[src/rtl/tiger_uart_tx.sv]
// tiger_uart_tx: FIFO-buffered UART transmitter producing 8N1 frames on txd.
// Define TIGER_UART_TX_PARITY_EN to insert an even-parity bit after data bit 7.
module tiger_uart_tx #(
  parameter int CLK_HZ     = 50000000,
  parameter int BAUD       = 115200,
  parameter int FIFO_DEPTH = 16
) (
  input  logic                               clk,
  input  logic                               reset,
  input  logic [7:0]                         tx_data,
  input  logic                               tx_valid,
  output logic                               tx_ready,
  output logic                               txd,
  output logic                               busy,
  output logic [$clog2(FIFO_DEPTH+1)-1:0]    fifo_count,
  output logic [2:0]                         state_dbg
);
  localparam int DIV = (CLK_HZ + BAUD / 2) / BAUD;
  localparam int TW  = $clog2(DIV);
  localparam int CW  = $clog2(FIFO_DEPTH + 1);
  localparam int PW  = $clog2(FIFO_DEPTH);

  typedef enum logic [2:0] {
    IDLE   = 3'd0,
    START  = 3'd1,
    DATA   = 3'd2,
    STOP   = 3'd3
`ifdef TIGER_UART_TX_PARITY_EN
    , PARITY = 3'd4
`endif
  } state_t;

  // Handshake: a byte transfers on every rising edge where tx_valid && tx_ready;
  // tx_ready depends only on the registered count, never on tx_valid or a pop.
  logic [7:0]    mem [FIFO_DEPTH];
  logic [PW-1:0] wr_ptr, rd_ptr;
  logic [CW-1:0] count;
  logic          push, pop;

  assign tx_ready   = (count != CW'(FIFO_DEPTH));
  assign push       = tx_valid && tx_ready;
  assign fifo_count = count;

  always_ff @(posedge clk or posedge reset) begin
    if (reset) begin
      wr_ptr <= '0;
      rd_ptr <= '0;
      count  <= '0;
    end else begin
      if (push) wr_ptr <= wr_ptr + PW'(1);
      if (pop)  rd_ptr <= rd_ptr + PW'(1);
      case ({push, pop})
        2'b10:   count <= count + CW'(1);
        2'b01:   count <= count - CW'(1);
        default: count <= count;
      endcase
    end
  end

  always_ff @(posedge clk) begin
    if (push) mem[wr_ptr] <= tx_data;
  end

  state_t        state, state_n;
  logic [TW-1:0] timer, timer_n;
  logic [2:0]    bit_idx, bit_idx_n;
  logic [7:0]    shifter, shifter_n;
  logic          txd_n;
  logic          bit_end;

  assign bit_end   = (timer == TW'(DIV - 1));
  assign busy      = (state != IDLE) || (count != '0);
  assign state_dbg = state;

  always_comb begin
    state_n   = state;
    timer_n   = timer + TW'(1);
    bit_idx_n = bit_idx;
    shifter_n = shifter;
    pop       = 1'b0;
    case (state)
      IDLE: begin
        timer_n = '0;
        if (count != '0) begin
          pop       = 1'b1;
          shifter_n = mem[rd_ptr];
          state_n   = START;
        end
      end
      START: begin
        if (bit_end) begin
          timer_n   = '0;
          bit_idx_n = '0;
          state_n   = DATA;
        end
      end
      DATA: begin
        if (bit_end) begin
          timer_n   = '0;
          bit_idx_n = bit_idx + 3'd1;
          if (bit_idx == 3'd7) begin
`ifdef TIGER_UART_TX_PARITY_EN
            state_n = PARITY;
`else
            state_n = STOP;
`endif
          end
        end
      end
`ifdef TIGER_UART_TX_PARITY_EN
      PARITY: begin
        if (bit_end) begin
          timer_n = '0;
          state_n = STOP;
        end
      end
`endif
      STOP: begin
        if (bit_end) begin
          timer_n = '0;
          // Chain straight into the next start bit so queued bytes leave no idle gap.
          if (count != '0) begin
            pop       = 1'b1;
            shifter_n = mem[rd_ptr];
            state_n   = START;
          end else begin
            state_n = IDLE;
          end
        end
      end
      default: state_n = IDLE;
    endcase

    // Line level is computed from the next state so the txd flop changes with the state.
    txd_n = 1'b1;
    case (state_n)
      START:   txd_n = 1'b0;
      DATA:    txd_n = shifter_n[bit_idx_n];
`ifdef TIGER_UART_TX_PARITY_EN
      PARITY:  txd_n = ^shifter_n;
`endif
      default: txd_n = 1'b1;
    endcase
  end

  always_ff @(posedge clk or posedge reset) begin
    if (reset) begin
      state   <= IDLE;
      timer   <= '0;
      bit_idx <= '0;
      shifter <= '0;
      txd     <= 1'b1;
    end else begin
      state   <= state_n;
      timer   <= timer_n;
      bit_idx <= bit_idx_n;
      shifter <= shifter_n;
      txd     <= txd_n;
    end
  end
endmodule

[config.mk]
export PLATFORM = sky130hd
export DESIGN_NAME = tiger_uart_tx
export DESIGN_NICKNAME = d
export VERILOG_FILES = /design/src/rtl/tiger_uart_tx.sv
export SDC_FILE = /design/constraint.sdc
export NUM_CORES = 1
export LEC_CHECK = 0
export CAP_MARGIN = 0
export CORE_MARGIN = 10
export CORE_UTILIZATION = 65
export CTS_CLUSTER_SIZE = 40
export DETAILED_ROUTE_END_ITERATION = 7
export PLACE_DENSITY = 0.84
export SLEW_MARGIN = 30
export SYNTH_ARGS = -nofsm -noshare
export SYNTH_HDL_FRONTEND = slang
export SYNTH_SLANG_ARGS = --single-unit
[constraint.sdc]
create_clock -name clk -period 6.1 [get_ports clk]
set_clock_uncertainty 0.1 [all_clocks]
set_input_delay 1.22 -clock clk [delete_from_list [all_inputs] [get_ports clk]]
set_output_delay 1.22 -clock clk [all_outputs]
set_load 0.03 [all_outputs]
==> key figures <==
Critical path
  – Crit end category: output pin
  – CP cell instances: nor4_1, nand2b_1, or3_1, clkdlybuf4s50_1
  – Crit path launch type: register
  – Critical Path RT: roughly 4.8 ns
  – Crit path DAT: between 2 and 3 ns
  – Crit Path Max Fanout: 6
  – Critical Path Slowest Stage Cell: clkdlybuf4s50_1
  – Critical path class: reg2out
  – FF-to-FF path depth: 13
  – Max incr delay on CP: roughly 0.60 ns

Power
  – Power Internal: 2.34 mW
  – Sequential group share of total power: 0.439
  – NetSw: about 1.1 mW
  – Comb power frac: 0.298
  – P_leak: about 2.8 nW
  – Tot Pwr: 3.49 mW
  – Pwr dens: 441 nW/um^2
  – Sw Ratio: 0.328
  – Worst ir drop on vdd: around 0.32 mV
  – Clk network pwr share: 0.264

Routing
  – # DRC: 0
  – Vias after detailed routing: about 4,000
  – First-pass DRT Iterations: 5
  – Final Routed Wirelength: approximately 14,000 um
  – Via density: around 6.3
  – DR WL/cell: 22.5 um
  – DRT iter0 DRCs: about 360
  – ANT nets after route: 0

Clock tree
  – # resized after CTS: 0
  – Clk root buf: clkbuf_8
  – CTS tree: built
  – Num CTS Buffers: 17
  – CTS max path bufs: 2
  – Setup Fix Bufs, Post-CTS: 0
  – Clk Latency, worst-skew pair: between 0.5 and 0.6 ns
  – Htree depth: 4
  – CTS clk-pin slew, worst paths: about 0.06 ns
  – # hold bufs at CTS: 0
  – Clk sink count: between 150 and 200

Yosys
  – Largest family of logic cells by synthesized area: multiplexers
  – Compound-cell area share of the yosys netlist: 0.0651
  – Synth warn: 0
  – Simple-Gate Fraction of Synth Area: 0.0801
  – Top-area cell type share of the netlist area: 0.542
  – Post-Synth XOR/XNOR Area: 0.0222
  – EDFF count, synth: 128
  – Register bit total from synthesis: roughly 170
  – Ys flop type: edfxtp_1
  – Mapped cell area: 7090 um^2
  – Adder-cell share of the synthesized area: 0.0275
  – Largest area contributor in the netlist: edfxtp_1
  – Top cells by area, synth: edfxtp_1 54%, dfrtp_1 13%, mux4_2 8.6%
  – Mapped Cells: 443
  – Share of flip-flops with an asynchronous set or reset: 0.224
  – Post-Syn Nets: ~470
  – Distinct cells, synth: just under 60
  – Synth Area per Inst: 16.0 um^2
  – Sequential element share of the synthesized area: 0.673
  – Mux cell area share after synthesis: 0.106

STA
  – RSZ-0062 raised after global routing: no
  – Slew Viols, Final: 0
  – F_max: ~260 MHz
  – # setup viols final: 0
  – Tcrit/Tclk final: 0.626
  – Tmin final: about 3.8 ns
  – Max-slew headroom: 0.331
  – TNS Setup: 0 ns
  – Worst-Margin Slew: 1.00 ns
  – Hold Vio Cnt, Final: 0

Final layout
  – Layout cells sized above 1: 0.163
  – NumNets Final: 492
  – Antenna Cells: 0
  – Post-layout util: 0.736
  – Fillers: about 660
  – Area growth from synthesis to final layout: 11.5%

Global routing
  – Largest net degree at the start of global routing: 39
  – Total grt overflow: 0
  – GRT Resource Usage Total: 0.186
  – First-pass GRT wire length: roughly 22,000 um
  – Initial antenna violation count: 0
  – Vias in the first global route: just under 4,000

Place
  – DP HPWL: roughly 8600 um
  – Port buffer count: 21
  – Final Wtd Congestion: ~0.83

Floorplanning
  – Core ar.: about 11,000 um^2
  – IO Pins: 22
  – Initial Util: 0.660
  – Die area: approximately 15,000 um^2
  – Die Ht: roughly 120 um
  – Row cnt: 38
  – Die Wd: ~120 um

Status
  – Outcome: completed

Worst hold path
  – Min-Delay Path Class: reg2reg
  – Hold Path Cell Cnt: 1

Flow run
  – MaxCap Viol Count: 0
-- worst max-delay path, delay by kind of cell, from the launching register on --
kind,cells,cell delay (ns)
buffers and inverters,1,0.60
flip-flops,1,0.45
AND/OR/NAND/NOR,3,0.92
-- placed cells by master (no fill, tap or decap), types with 13 or more instances in the layout --
cell type and n:
edfxtp_1 128, dfrtp_1 35, nor2_1 29, mux4_2 27, nand2_1 21, clkdlybuf4s50_1 21, o21ai_0 16, clkbuf_16 16
inv_1 14, ha_1 14, xnor2_1 13
-- flip-flops by register name, summed over array words and instances (netlist names) --
register / cells
fifo_count: 5
state_dbg: 3
shifter: 8
bit_idx: 3
wr_ptr: 4
timer: 9
mem: 128
txd: 1
rd_ptr: 4
-- path summary, 6_finish.rpt --
path	from	slack (ns)	to
min in group asynchronous	reset	1.04	fifo_count[4]
worst min register to register	shifter[5]	0.38	shifter[5]
max in group asynchronous	reset	4.50	rd_ptr[0]
worst max register to register	fifo_count[1]	2.85	fifo_count[4]
worst max-delay path	fifo_count[0]	2.28	busy
worst min-delay path	shifter[5]	0.38	shifter[5]
-- per-layer routing --
metal / vias up / global-route usage / wire length (um)
li1: 1768 / - / -
met1: 1973 / 0.236 / 5610
met2: 137 / 0.298 / 7140
met3: 16 / 0.0604 / 954
met4: 0 / 0.0596 / 218
met5: - / 0 / 0
-- synthesized netlist by cell type (all sizes together) (7+ instances only) --
master	number
clkbuf	7
inv	15
ha	14
mux4	27
o21ai	17
xnor2	13
edfxtp	128
mux2i	12
dfrtp	36
nor2	29
nand2	21
buf	14
-- power groups by stage --
stage                     registers [mW]  clock network (mW)  logic (mW)
after floorplan                     1.51                   0       0.797
after global routing                1.55               0.981        1.13
after CTS                           1.53               0.931        1.05
after global placement              1.53                   0        1.00
after detailed placement            1.55                   0        1.03
final                               1.53               0.920        1.04
-- through the flow --
stage / setup slack (ns) / cells / cell area [um^2] / hold WS (ns)
final: 2.28 / 619 / 7910 / 0.382
after global placement: 2.46 / 587 / 7380 / 0.360
after floorplan: 2.93 / 443 / 7090 / 0.351
after CTS: 2.27 / 619 / 7910 / 0.381
after global routing: 2.16 / 619 / 7910 / 0.410
after detailed placement: 2.42 / 587 / 7400 / 0.367
-- kinds of logic after synthesis --
group                      count (synthesis)
DFF                                      165
AOI/OAI and AO/OA                         61
xor gates and xnor gates                  18
buffers and inverters                     36
other                                      1
muxes                                     41
adders and majority gates                 15
and+or+nand+nor                          106
-- layout make-up --
type,instances,area [um^2],area share
Clock inverter,11,77.6,0.00981
Timing Repair Buffer,25,240,0.0304
Clock buffer,21,429,0.0543
Inverter,15,56.3,0.00712
Tap cell,140,175,0.0222
Multi-Input combinational cell,242,2160,0.273
Sequential cell,165,4770,0.603
No activity file was read; power rests on OpenSTA's default activity.
